--- src/rtl/cpu_pkg.sv ---
// cpu_pkg: shared reset vector, PC-select encoding and sequencer FSM states.
package cpu_pkg;
   localparam logic [31:0] RESET_VECTOR_DEF = 32'h0000_0000;
   typedef enum logic [1:0] {SEL_SEQ, SEL_BR, SEL_J, SEL_JR} pc_sel_t;
   typedef enum logic {ST_IDLE, ST_PENDING} pc_state_t;
endpackage

--- src/rtl/pc_next_sel.sv ---
// pc_next_sel: priority redirect mux (jr > jump > branch > sequential) and target arithmetic.
import cpu_pkg::*;

module pc_next_sel (
   input  logic [31:0] pc_plus4,
   input  logic        branch_taken,
   input  logic [15:0] branch_imm,
   input  logic        jump,
   input  logic        jr,
   input  logic [31:0] rs_value,
   input  logic [31:0] jump_target,
   output pc_sel_t     sel,
   output logic [31:0] target,
   output logic        bad_align
);
   always_comb begin
      sel = jr ? SEL_JR : jump ? SEL_J : branch_taken ? SEL_BR : SEL_SEQ;
      target = sel == SEL_JR ? {rs_value[31:2], 2'b00} :
               sel == SEL_J  ? jump_target :
               sel == SEL_BR ? pc_plus4 + {{14{branch_imm[15]}}, branch_imm, 2'b00} :
               pc_plus4;
      bad_align = jr && rs_value[1:0] != 2'b00;
   end
endmodule

--- src/rtl/pc_sequencer.sv ---
// pc_sequencer: PC register, next-PC sequencing and JAL link generation.
// Define PC_DELAY_SLOT_EN for a MIPS branch delay slot (IDLE/PENDING FSM).
import cpu_pkg::*;

module pc_sequencer #(
   parameter logic [31:0] RESET_VECTOR = RESET_VECTOR_DEF,
   parameter int          PC_W         = 32
) (
   input  logic            clk,
   input  logic            rst_n,
   input  logic            stall,
   input  logic            branch_taken,
   input  logic [15:0]     branch_imm,
   input  logic            jump,
   input  logic            jal,
   input  logic            jr,
   input  logic [PC_W-1:0] rs_value,
   input  logic [PC_W-1:0] jump_target,
   output logic [PC_W-1:0] pc,
   output logic [PC_W-1:0] pc_plus4,
   output logic [3:0]      pc_hi,
   output logic            link_we,
   output logic [PC_W-1:0] link_addr,
   output logic            misalign
);
   pc_sel_t     sel;
   logic [31:0] target;
   logic        bad_align;
   logic        advance;

   assign advance  = !stall;
   assign pc_plus4 = pc + 32'd4;
   assign pc_hi    = pc_plus4[31:28];

   pc_next_sel u_sel (
      .pc_plus4    (pc_plus4),
      .branch_taken(branch_taken),
      .branch_imm  (branch_imm),
      .jump        (jump),
      .jr          (jr),
      .rs_value    (rs_value),
      .jump_target (jump_target),
      .sel         (sel),
      .target      (target),
      .bad_align   (bad_align)
   );

`ifdef PC_DELAY_SLOT_EN
   pc_state_t   state;
   logic [31:0] pend_tgt;

   always_ff @(posedge clk) begin
      if (!rst_n) begin
         pc        <= RESET_VECTOR;
         link_we   <= 1'b0;
         link_addr <= '0;
         misalign  <= 1'b0;
         state     <= ST_IDLE;
         pend_tgt  <= '0;
      end else begin
         link_we  <= 1'b0;
         misalign <= 1'b0;
         if (advance) begin
            if (state == ST_PENDING) begin
               pc    <= pend_tgt;
               state <= ST_IDLE;
            end else begin
               pc       <= pc_plus4;
               misalign <= bad_align;
               if (sel != SEL_SEQ) begin
                  pend_tgt <= target;
                  state    <= ST_PENDING;
               end
               // return past the delay slot instruction
               if (sel == SEL_J && jal) begin
                  link_we   <= 1'b1;
                  link_addr <= pc_plus4 + 32'd4;
               end
            end
         end
      end
   end
`else
   always_ff @(posedge clk) begin
      if (!rst_n) begin
         pc        <= RESET_VECTOR;
         link_we   <= 1'b0;
         link_addr <= '0;
         misalign  <= 1'b0;
      end else begin
         link_we  <= 1'b0;
         misalign <= 1'b0;
         if (advance) begin
            pc       <= target;
            misalign <= bad_align;
            if (sel == SEL_J && jal) begin
               link_we   <= 1'b1;
               link_addr <= pc_plus4;
            end
         end
      end
   end
`endif
endmodule

--- config.mk ---
export PLATFORM = sky130hd
export DESIGN_NAME = pc_sequencer
export DESIGN_NICKNAME = d
export VERILOG_FILES = /design/src/rtl/cpu_pkg.sv /design/src/rtl/pc_next_sel.sv /design/src/rtl/pc_sequencer.sv
export SDC_FILE = /design/constraint.sdc
export NUM_CORES = 1
export LEC_CHECK = 0
export ABC_CLOCK_PERIOD_IN_PS = 10700
export BUFFER_PORTS_ARGS = -buffer_cell sky130_fd_sc_hd__buf_4
export CAP_MARGIN = 40
export CORE_ASPECT_RATIO = 1.4
export CORE_MARGIN = 4
export CORE_UTILIZATION = 55
export DETAILED_ROUTE_END_ITERATION = 8
export HOLD_SLACK_MARGIN = 0.15
export PLACE_DENSITY = 0.86
export SLEW_MARGIN = 20
export SYNTH_ARGS = -nofsm -noshare
export SYNTH_HDL_FRONTEND = slang
export SYNTH_SLANG_ARGS = --single-unit
export TNS_END_PERCENT = 10
--- constraint.sdc ---
create_clock -name clk -period 10.7 [get_ports clk]
set_input_delay 0 -clock clk [delete_from_list [all_inputs] [get_ports clk]]
set_output_delay 0 -clock clk [all_outputs]
set_load 0.01 [all_outputs]
==> results.md, run 1 <==
* Warning count from the yosys run at 0
* Critical path capture point type: register
* Top cells by area, synth: dfxtp_1 24%, ha_1 8.3%, nor2_1 6.4%
* Hold Slack at 0.1486 ns
* Startpoint Class: register
* Final Net Count at between 1000 and 1500
* Htree depth at 3
* Tcrit/Tclk final at 0.4523
* GRT Overall Usage at 0.4289
* Placer Congestion at between 0.9 and 1
* Grt ovf at 0
* Pre-CTS setup slack at around 6.6 ns
* Root Driver: clkbuf_16
* PwrDens at 115.9 nW/µm²
* Pleak at approximately 3.7 nW
* Port Buffer Count at 188
* Via count at approximately 7000
* Vias in the first global route at approximately 7300
* Worst setup margin at just under 6 ns
* Tmin final at slightly below 5 ns
* Final Hold Vio Count at 0
* Final std cells w/o fill at between 1000 and 1500
* Launch point of the worst path: pc[4]
* Post-synthesis cell type count at between 60 and 70
* CP dominant cell by count: and4_1
* 1st-iter DRT viols at 792
* Seq/Total Area, Yosys at 0.2441
* Fmax at between 200 and 250 MHz
* Clock Skew at about 0.006 ns
* Area Growth Syn to Fin at 43.67%
* R2R setup slack at around 5.9 ns
* Arr. time, crit path at roughly 5 ns
* Largest area contributor in the synthesized netlist: dfxtp_1
* CP max stage cell: xnor2_1
* Worst path bufs/invs at 1
* Most frequent cell after synthesis: nor2_1
* IO Pins at around 190
* # rows at 42
* Clock sink count at between 60 and 70
* CTS resizes at 0
* Starting Density at 0.5691
* Final ANT Viol Nets at 0
* DP HPWL at ~17000 µm
* Pwr Total at between 0.9 and 1 mW
* Status: finished clean
* Syn Inst Count at between 700 and 800
* Share of the synthesized area in the top cell type at 0.2441
* Slew @ Worst Pin at approximately 0.86 ns
* Final setup violation count at 0
* Placed insts at between 1000 and 1500
* Fin util at 0.8175
* Design area at 7776 µm²
* First-pass GRT wire length at 38560 µm
* Final WL at between 20000 and 30000 µm
* VDD IR max at a little under 0.1 mV
* Largest net degree at the start of global routing at a little over 50
* Setup TNS at 0 ns
* Crit-path max cell delay at 0.63 ns
* Worst-path fanout max at 7
* Number of synthesized flops with an enable pin at 0
* WS Path Type: register to register
* Core area at 9512 µm²
* Die area at about 12000 µm²
* Max-Cap Viols at 0
* TritonCTS buffer count at 9
* Layout cell share with drive strength beyond 1 at 0.2397
* Wire per inst at approximately 23 µm
* Worst Hold Depth at 5
* CTS tree: built
* Synth Net Count at around 850
* Die height at ~130 µm
* Clock slew at reported path FFs at 0.06 ns
* Worst Path Required at around 11 ns
* Relative slew margins at 0.4256
* Top delay family on crit path: compound AO/OA/AOI/OAI gates
* Vias per cell at between 6 and 7
* Most common flop cell mapped by yosys: dfxtp_1
* #FFs+latches synth at 66
* First-pass iteration count of the detailed router at 6
* Commonest cells post-synth: 92 x nor2_1, 78 x nand2_1, 66 x dfxtp_1, 46 x a21oi_1
* Worst R2R Start: pc[4]
* Critical path endpoint: pc[30]
* Worst r2r dst: pc[30]
* HP Class: primary input to register
* Drt drc at 0
* CP Depth at 15
* Die width at between 90 and 100 µm
* Post-DP Area at approximately 6800 µm²
* Mapped Avg Cell Area at 7.476 µm²
* RSZ-0062 raised after global routing: no
* Worst-skew pair later-pin latency at roughly 0.34 ns
* Cell Area, Synth at approximately 5400 µm²
* CTS max path bufs at 2
* Async set or reset register ratio after synthesis at 0
* Pins over their slew limit at 0
* Critical Path, Cell by Cell: and4_1, and4_1, nand2_1, xnor2_1, ha_1, and3_1, a221oi_1, o21ai_2, a21oi_2, o41ai_2, a41oi_2, mux2i_1, a221oi_2, nor2_1, dlygate4sd3_1
* Initial antenna violation count at 0
* Worst reg2reg path depth at 15
cell families after synthesis:
kind of cell / share of synthesized area
AO/OA/AOI/OAI: 0.3012
XOR/XNOR: 0.07443
adder cells (fa/ha/maj): 0.08692
buffers and inverters: 0.05363
flip-flops: 0.2441
multiplexers: 0.01295
AND/OR/NAND/NOR: 0.2268
area by class of cell:
type	count	area, µm²
Tap cell	132	165.2
Clock inverter	6	65.06
Multi-Input combinational cell	587	3802
Timing Repair Buffer	255	2079
Inverter	27	101.3
Sequential cell	66	1321
Antenna cell	1	2.502
Fill cell	610	1735
Clock buffer	10	239.0
sequential cells by signal, indices dropped and copies added, names as in the netlist:
name,flops
link_we,1
link_addr,32
pc,32
misalign,1
where the power goes:
part           internal, mW  switching [mW]  total [mW]
Combinational         0.137           0.172       0.309
Clock                 0.187           0.128       0.315
Sequential            0.259          0.0185       0.277
per-layer routing:
metal | GRT usage | share of wire | up-vias
met5 | 0 | 0 | -
li1 | - | - | 3079
met1 | 0.4295 | 0.32 | 3271
met4 | 0.3683 | 0.096 | 0
met2 | 0.7242 | 0.48 | 630
met3 | 0.1160 | 0.11 | 208
worst register-to-register path, stage by stage (launching register included):
cell and delay, ns:
dfxtp_1 0.45, and4_1 0.34, and4_1 0.32, nand2_1 0.09
xnor2_1 0.63, ha_1 0.45, and3_1 0.22, a221oi_1 0.33
o21ai_2 0.11, a21oi_2 0.24, o41ai_2 0.13, a41oi_2 0.38
mux2i_1 0.15, a221oi_2 0.27, nor2_1 0.07, dlygate4sd3_1 0.55
layout by cell type (no fill, tap or decap), types with 9 or more instances in the layout:
cell type      Yosys  layout
xor2_1            22      22
nand2_1           78      78
o21ai_0           34      34
ha_1              36      36
a21oi_1           46      46
o22ai_1           15      15
nand4_1           10      10
nor3_1            17      17
buf_4              6     193
clkbuf_16          0       9
dlygate4sd3_1      0      61
o211a_1           11      11
xnor2_1           24      24
dfxtp_1           66      66
nand3_1           18      18
nor2_1            92      92
a22oi_1           12      12
inv_1             26      26
nor3b_1           11      11
a211oi_1          23      23
a21o_1            17      17
o211ai_1           9       9
timing repair:
action | 4_1_cts | 5_1_grt
endpoints found under the setup margin | 0 | 0
endpoints found under the hold margin | 45 | 0
hold buffers | 61 | 0
buffers inserted | 0 | 0
worst min-delay path by stage:
stage              startpoint  endpoint  slack (ns)
5_1_grt           rs_value[2]     pc[2]        0.19
6_report       jump_target[3]     pc[3]        0.15
3_3_place_gp      rs_value[0]  misalign        0.24
2_1_floorplan     rs_value[0]  misalign        0.15
4_1_cts        jump_target[3]     pc[3]        0.15
3_5_place_dp      rs_value[0]  misalign        0.27
Power figures use the tool's default switching activity.
==> run 2, diff against run 1 <==
--- a/config.mk
+++ b/config.mk
@@ -5,15 +5,15 @@
 export SDC_FILE = /design/constraint.sdc
 export NUM_CORES = 1
 export LEC_CHECK = 0
-export ABC_CLOCK_PERIOD_IN_PS = 10700
+export ABC_CLOCK_PERIOD_IN_PS = 4000
 export BUFFER_PORTS_ARGS = -buffer_cell sky130_fd_sc_hd__buf_4
 export CAP_MARGIN = 40
 export CORE_ASPECT_RATIO = 1.4
 export CORE_MARGIN = 4
-export CORE_UTILIZATION = 55
+export CORE_UTILIZATION = 46
 export DETAILED_ROUTE_END_ITERATION = 8
 export HOLD_SLACK_MARGIN = 0.15
-export PLACE_DENSITY = 0.86
+export PLACE_DENSITY = 0.76
 export SLEW_MARGIN = 20
 export SYNTH_ARGS = -nofsm -noshare
 export SYNTH_HDL_FRONTEND = slang
==> constraint.sdc (replaced) <==
create_clock -name clk -period 4 [get_ports clk]
set_input_delay 0 -clock clk [delete_from_list [all_inputs] [get_ports clk]]
set_output_delay 0 -clock clk [all_outputs]
set_load 0.01 [all_outputs]
==> results.md, run 2 (synthesized netlist as in run 1, its figures left out) <==
* Status: finished clean
* IO Pins at around 190
* Combinational share of power at 0.344
* DP HPWL at about 19000 µm
* Final setup violation count at 0
* HP Class: primary input to register
* Drt drc at 0
* CTS tree: built
* WS Path Type: register to register
* Filler cell count at slightly below 1000
* Crit-path max cell delay at 0.55 ns
* Seq pwr share at 0.299
* RSZ-0062 raised after global routing: yes
* Worst-path fanout max at 5
* Critical path capture point type: register
* CP dominant cell by count: o21a_1
* Via count at approximately 7000
* Vias in the first global route at about 7000
* NetSw at between 0.8 and 0.9 mW
* Pins over their slew limit at 0
* Worst-skew pair later-pin latency at around 0.34 ns
* Area of the multi-input gates at just under 4000 µm²
* Fin util at 0.7103
* Clock slew at reported path FFs at 0.06 ns
* Layout cell share with drive strength beyond 1 at 0.2749
* Tcrit/Tclk final at 0.9541
* Worst Path Required at 4.23 ns
* Root Driver: clkbuf_16
* Final Hold Vio Count at 0
* Port Buffer Count at 188
* Final std cells w/o fill at 1119
* Setup TNS at 0 ns
* 1st-iter DRT viols at between 400 and 500
* Int Power at about 1.6 mW
* CTS max path bufs at 2
* Final Net Count at roughly 1100
* Relative slew margins at 0.3737
* Fmax at 262.0 MHz
* Vias per cell at roughly 6
* GRT Overall Usage at 0.3636
* First-pass GRT wire length at about 38000 µm
* Starting Density at 0.4750
* Placed insts at 1039
* Critical Path, Cell by Cell: ha_4, nand3_1, xor2_2, inv_1, ha_1, a21o_1, a31o_2, o21a_1, o21a_1, o21a_1, nor3_2, xnor2_1, o221ai_1, o21ai_1, dlygate4sd3_1
* Largest net degree at the start of global routing at 40
* Pleak at between 3 and 4 nW
* Slew @ Worst Pin at 0.9359 ns
* CP max stage cell: dlygate4sd3_1
* Htree depth at 3
* Commonest non-fill, non-tap cell in the layout: buf_4
* Die area at about 14000 µm²
* Tmin final at roughly 3.8 ns
* Initial antenna violation count at 0
* Grt ovf at 0
* Top delay family on crit path: compound AO/OA/AOI/OAI gates
* Die width at 99.68 µm
* N_diodes at 0
* Clock sink count at 66
* Placer Congestion at around 1.0
* VDD IR max at 0.1935 mV
* Register area at 1326 µm²
* Clock Skew at a little over 0.006 ns
* Die height at 136.4 µm
* Most frequent cells in the layout: 216 x buf_4, 90 x nor2_1, 78 x nand2_1
* # rows at 46
* TritonCTS buffer count at 9
* Core area at ~11000 µm²
* Startpoint Class: register
* Largest regs: link_addr: 32 flops, pc: 32 flops
* Clock power frac at 0.357
* PwrDens at around 300 nW/µm²
* Wire per inst at 22.60 µm
* Area Growth Syn to Fin at 49.54%
* Switch share at 0.3400
* Final WL at 25290 µm
* First-pass iteration count of the detailed router at 5
* Arr. time, crit path at between 4 and 5 ns
* Max-Cap Viols at 0
* Worst path bufs/invs at 2
* Final ANT Viol Nets at 0
run 2: cell count changes in the layout (fill, tap and decap cells not counted), sizes merged:
cell / previous run / this run
clkinv: 4 / 3
buf: 194 / 217
dlygate4sd3: 61 / 62
bufinv: 1 / 2
diode: 1 / 0
run 2: repair_timing:
action / CTS / global route
hold buffers: 62 / 0
buffers inserted: 0 / 2
endpoints found under the setup margin: 0 / 11
gates resized for setup: 0 / 21
hold endpoints to repair: 51 / 0
run 2: cell type report:
type / instances / share of cell area
Multi-Input combinational cell: 587 / 0.4815
Timing Repair Buffer: 279 / 0.2804
Sequential cell: 66 / 0.1639
Clock buffer: 10 / 0.02829
Tap cell: 144 / 0.02226
Inverter: 27 / 0.01252
Clock inverter: 6 / 0.01113
run 2: metal layers:
layer  up-vias  wire, µm  GRT usage
li1       3122         -          -
met2       431     12730     0.6321
met1      3191      8841     0.3944
met5         -         0          0
met3       113      1870    0.07084
met4         0      1848     0.2445
run 2: final timing paths:
path                                 startpoint            to  slack [ns]  cells after the start
worst min register to register     link_addr[1]  link_addr[1]        0.48                      2
worst min-delay path            jump_target[27]        pc[27]        0.16                      5
worst max-delay path                      pc[3]        pc[13]        0.18                     15
worst max register to register            pc[3]        pc[13]        0.18                     15
run 2: stage by stage:
stage | hold slack, ns | instance area (µm²) | power (mW) | worst slack (ns)
3_3_place_gp | 0.2416 | 7014 | 1.505 | 0.2278
2_1_floorplan | 0.1516 | 5413 | 1.179 | 0.4807
3_5_place_dp | 0.2449 | 7042 | 1.517 | 0.1832
6_report | 0.1580 | 8094 | 2.476 | 0.1837
5_1_grt | 0.1965 | 8094 | 2.576 | -0.03750
4_1_cts | 0.1518 | 7981 | 2.447 | 0.05203
run 2: worst reg2reg max path, cell delays in order (launching register included):
cell and delay [ns]:
dfxtp_1 0.40, ha_4 0.20, nand3_1 0.12, xor2_2 0.19, inv_1 0.10, ha_1 0.38, a21o_1 0.23, a31o_2 0.24
o21a_1 0.23, o21a_1 0.22, o21a_1 0.23, nor3_2 0.18, xnor2_1 0.09, o221ai_1 0.25, o21ai_1 0.09, dlygate4sd3_1 0.55
run 2: power groups by stage:
stage	Sequential, mW	Clock, mW	Combinational (mW)
floorplan	0.754	0	0.424
global placement	0.747	0	0.757
detailed placement	0.750	0	0.767
CTS	0.735	0.887	0.825
global route	0.744	0.920	0.912
finish	0.740	0.883	0.852
==> run 3, diff against run 2 <==
--- a/config.mk
+++ b/config.mk
@@ -8,7 +8,7 @@
 export ABC_CLOCK_PERIOD_IN_PS = 4000
 export BUFFER_PORTS_ARGS = -buffer_cell sky130_fd_sc_hd__buf_4
 export CAP_MARGIN = 40
-export CORE_ASPECT_RATIO = 1.4
+export CORE_ASPECT_RATIO = 0.7
 export CORE_MARGIN = 4
 export CORE_UTILIZATION = 46
 export DETAILED_ROUTE_END_ITERATION = 8
==> results.md, run 3 (synthesized netlist as in run 1, its figures left out) <==
* Register area at approximately 1300 µm²
* WS Path Type: register to register
* Placed insts at 1049
* Final std cells w/o fill at between 1000 and 1500
* Worst R2R Start: pc[13]
* GRT Overall Usage at 0.3558
* Largest net degree at the start of global routing at 44
* Htree depth at 3
* Placer Congestion at 1.024
* Status: finished clean
* Worst r2r dst: pc[23]
* Int Power at about 1.6 mW
* Final Hold Vio Count at 0
* Filler cell count at a little over 900
* CTS max path bufs at 2
* Clock Skew at approximately 0.011 ns
* Fin util at 0.7186
* Max-Cap Viols at 0
* VDD IR max at approximately 0.21 mV
* Pins over their slew limit at 0
* Vias per cell at around 6.2
* Root Driver: clkbuf_16
* Hold Slack at 0.1589 ns
* Starting Density at 0.4811
* Post-DP Area at roughly 7000 µm²
* Layout cell share with drive strength beyond 1 at 0.2807
* TritonCTS buffer count at 9
* Area of the multi-input gates at 3885 µm²
* Design area at about 8100 µm²
* DP HPWL at ~18000 µm
* Worst Path Required at between 4 and 5 ns
* Arr. time, crit path at 4.18 ns
* Startpoint Class: register
* IO Pins at roughly 190
* Switch share at 0.3549
* Worst setup margin at approximately 0.11 ns
* Die width at 137.7 µm
* Core area at 11250 µm²
* Final Net Count at between 1000 and 1500
* Die height at 98.76 µm
* Clock sink count at 66
* Pleak at just under 4 nW
* Worst-skew pair later-pin latency at 0.35 ns
* Setup TNS at 0 ns
* # rows at 32
* Wire per inst at 22.03 µm
* Fmax at around 260 MHz
* First-pass iteration count of the detailed router at 6
* Drt drc at 0
* Die area at between 10000 and 15000 µm²
* Launch point of the worst path: pc[13]
* Critical path capture point type: register
* PwrDens at 302.0 nW/µm²
* Critical path endpoint: pc[23]
* Pwr Total at approximately 2.4 mW
* Port Buffer Count at 188
* Clock slew at reported path FFs at roughly 0.06 ns
* Combinational share of power at 0.353
* Seq pwr share at 0.304
* First-pass GRT wire length at between 30000 and 40000 µm
* Slew @ Worst Pin at about 0.87 ns
* Final ANT Viol Nets at 0
* N_diodes at 0
* Tcrit/Tclk final at 0.9720
* Final WL at around 25000 µm
* Tmin final at ~4 ns
* Grt ovf at 0
* Commonest non-fill, non-tap cell in the layout: buf_4
* Final setup violation count at 0
* Worst reg2reg path depth at 17
* Worst-path fanout max at 5
* 1st-iter DRT viols at 616
* Area Growth Syn to Fin at 49.38%
* NetSw at 0.8667 mW
* Initial antenna violation count at 0
* HP Class: primary input to register
* R2R setup slack at between 0.1 and 0.15 ns
* Relative slew margins at 0.4201
* Clock power frac at 0.344
* Via count at roughly 7000
* Vias in the first global route at 6414
* CTS tree: built
* Pre-CTS setup slack at roughly 0.12 ns
* Largest regs: link_addr: 32 flops, pc: 32 flops
* Most frequent cells in the layout: 216 x buf_4, 91 x nor2_1, 78 x nand2_1
## run 3: changes by cell type in the layout (fill, tap and decap cells not counted), sizes merged
cell,delta
buf,+2
bufinv,-1
clkbuf,-1
clkinv,+1
dlygate4sd3,-1
inv,+1
## run 3: worst min path at each step
stage | start | cells past startpoint | endpoint | slack, ns
2_1_floorplan | rs_value[0] | 2 | misalign | 0.15
6_report | jump_target[4] | 7 | pc[4] | 0.16
4_1_cts | jump_target[4] | 7 | pc[4] | 0.15
3_3_place_gp | rs_value[0] | 3 | misalign | 0.25
5_1_grt | jump_target[28] | 5 | pc[28] | 0.19
3_5_place_dp | rs_value[30] | 3 | pc[30] | 0.28
## run 3: critical path, stage by stage (launching register included)
cell and delay (ns):
dfxtp_1 0.43, nand4_1 0.19, nor2_1 0.22, nand3_1 0.17
nor2_1 0.19, nand2_1 0.09, xor2_1 0.27, inv_1 0.15
ha_1 0.27, a21o_1 0.20, o21bai_2 0.20, nor2_1 0.11
nand2_1 0.07, o21ai_2 0.24, xnor2_1 0.17, o22ai_1 0.12
o22ai_1 0.17, dlygate4sd3_1 0.56
## run 3: power groups by stage
stage               registers, mW  logic (mW)  clock network [mW]
detailed placement          0.749       0.769                   0
finish                      0.741       0.861               0.839
floorplan                   0.754       0.424                   0
global route                0.744       0.919               0.875
global placement            0.747       0.759                   0
CTS                         0.734       0.825               0.843
## run 3: final cells by class
class | count | area share
multi-input cells | 587 | 0.4805
clock inverters | 7 | 0.009595
clock buffers | 9 | 0.02786
repair buffers | 280 | 0.2812
flip-flops and latches | 66 | 0.1647
well taps | 153 | 0.02368
inverters | 27 | 0.01253
## run 3: metal layers
layer | vias up | share of wire | wire length (µm) | track usage
met1 | 3200 | 0.41 | 10280 | 0.5070
met2 | 567 | 0.41 | 10110 | 0.4959
met3 | 72 | 0.15 | 3770 | 0.1296
li1 | 3132 | - | - | -
met5 | - | 0 | 0 | 0
met4 | 0 | 0.028 | 705 | 0.1112
## run 3: repair_timing
action,in CTS,in global routing
setup endpoints to repair,0,11
resized for setup,0,25
hold buffers,61,0
setup buffers,0,1
endpoints found under the hold margin,49,0
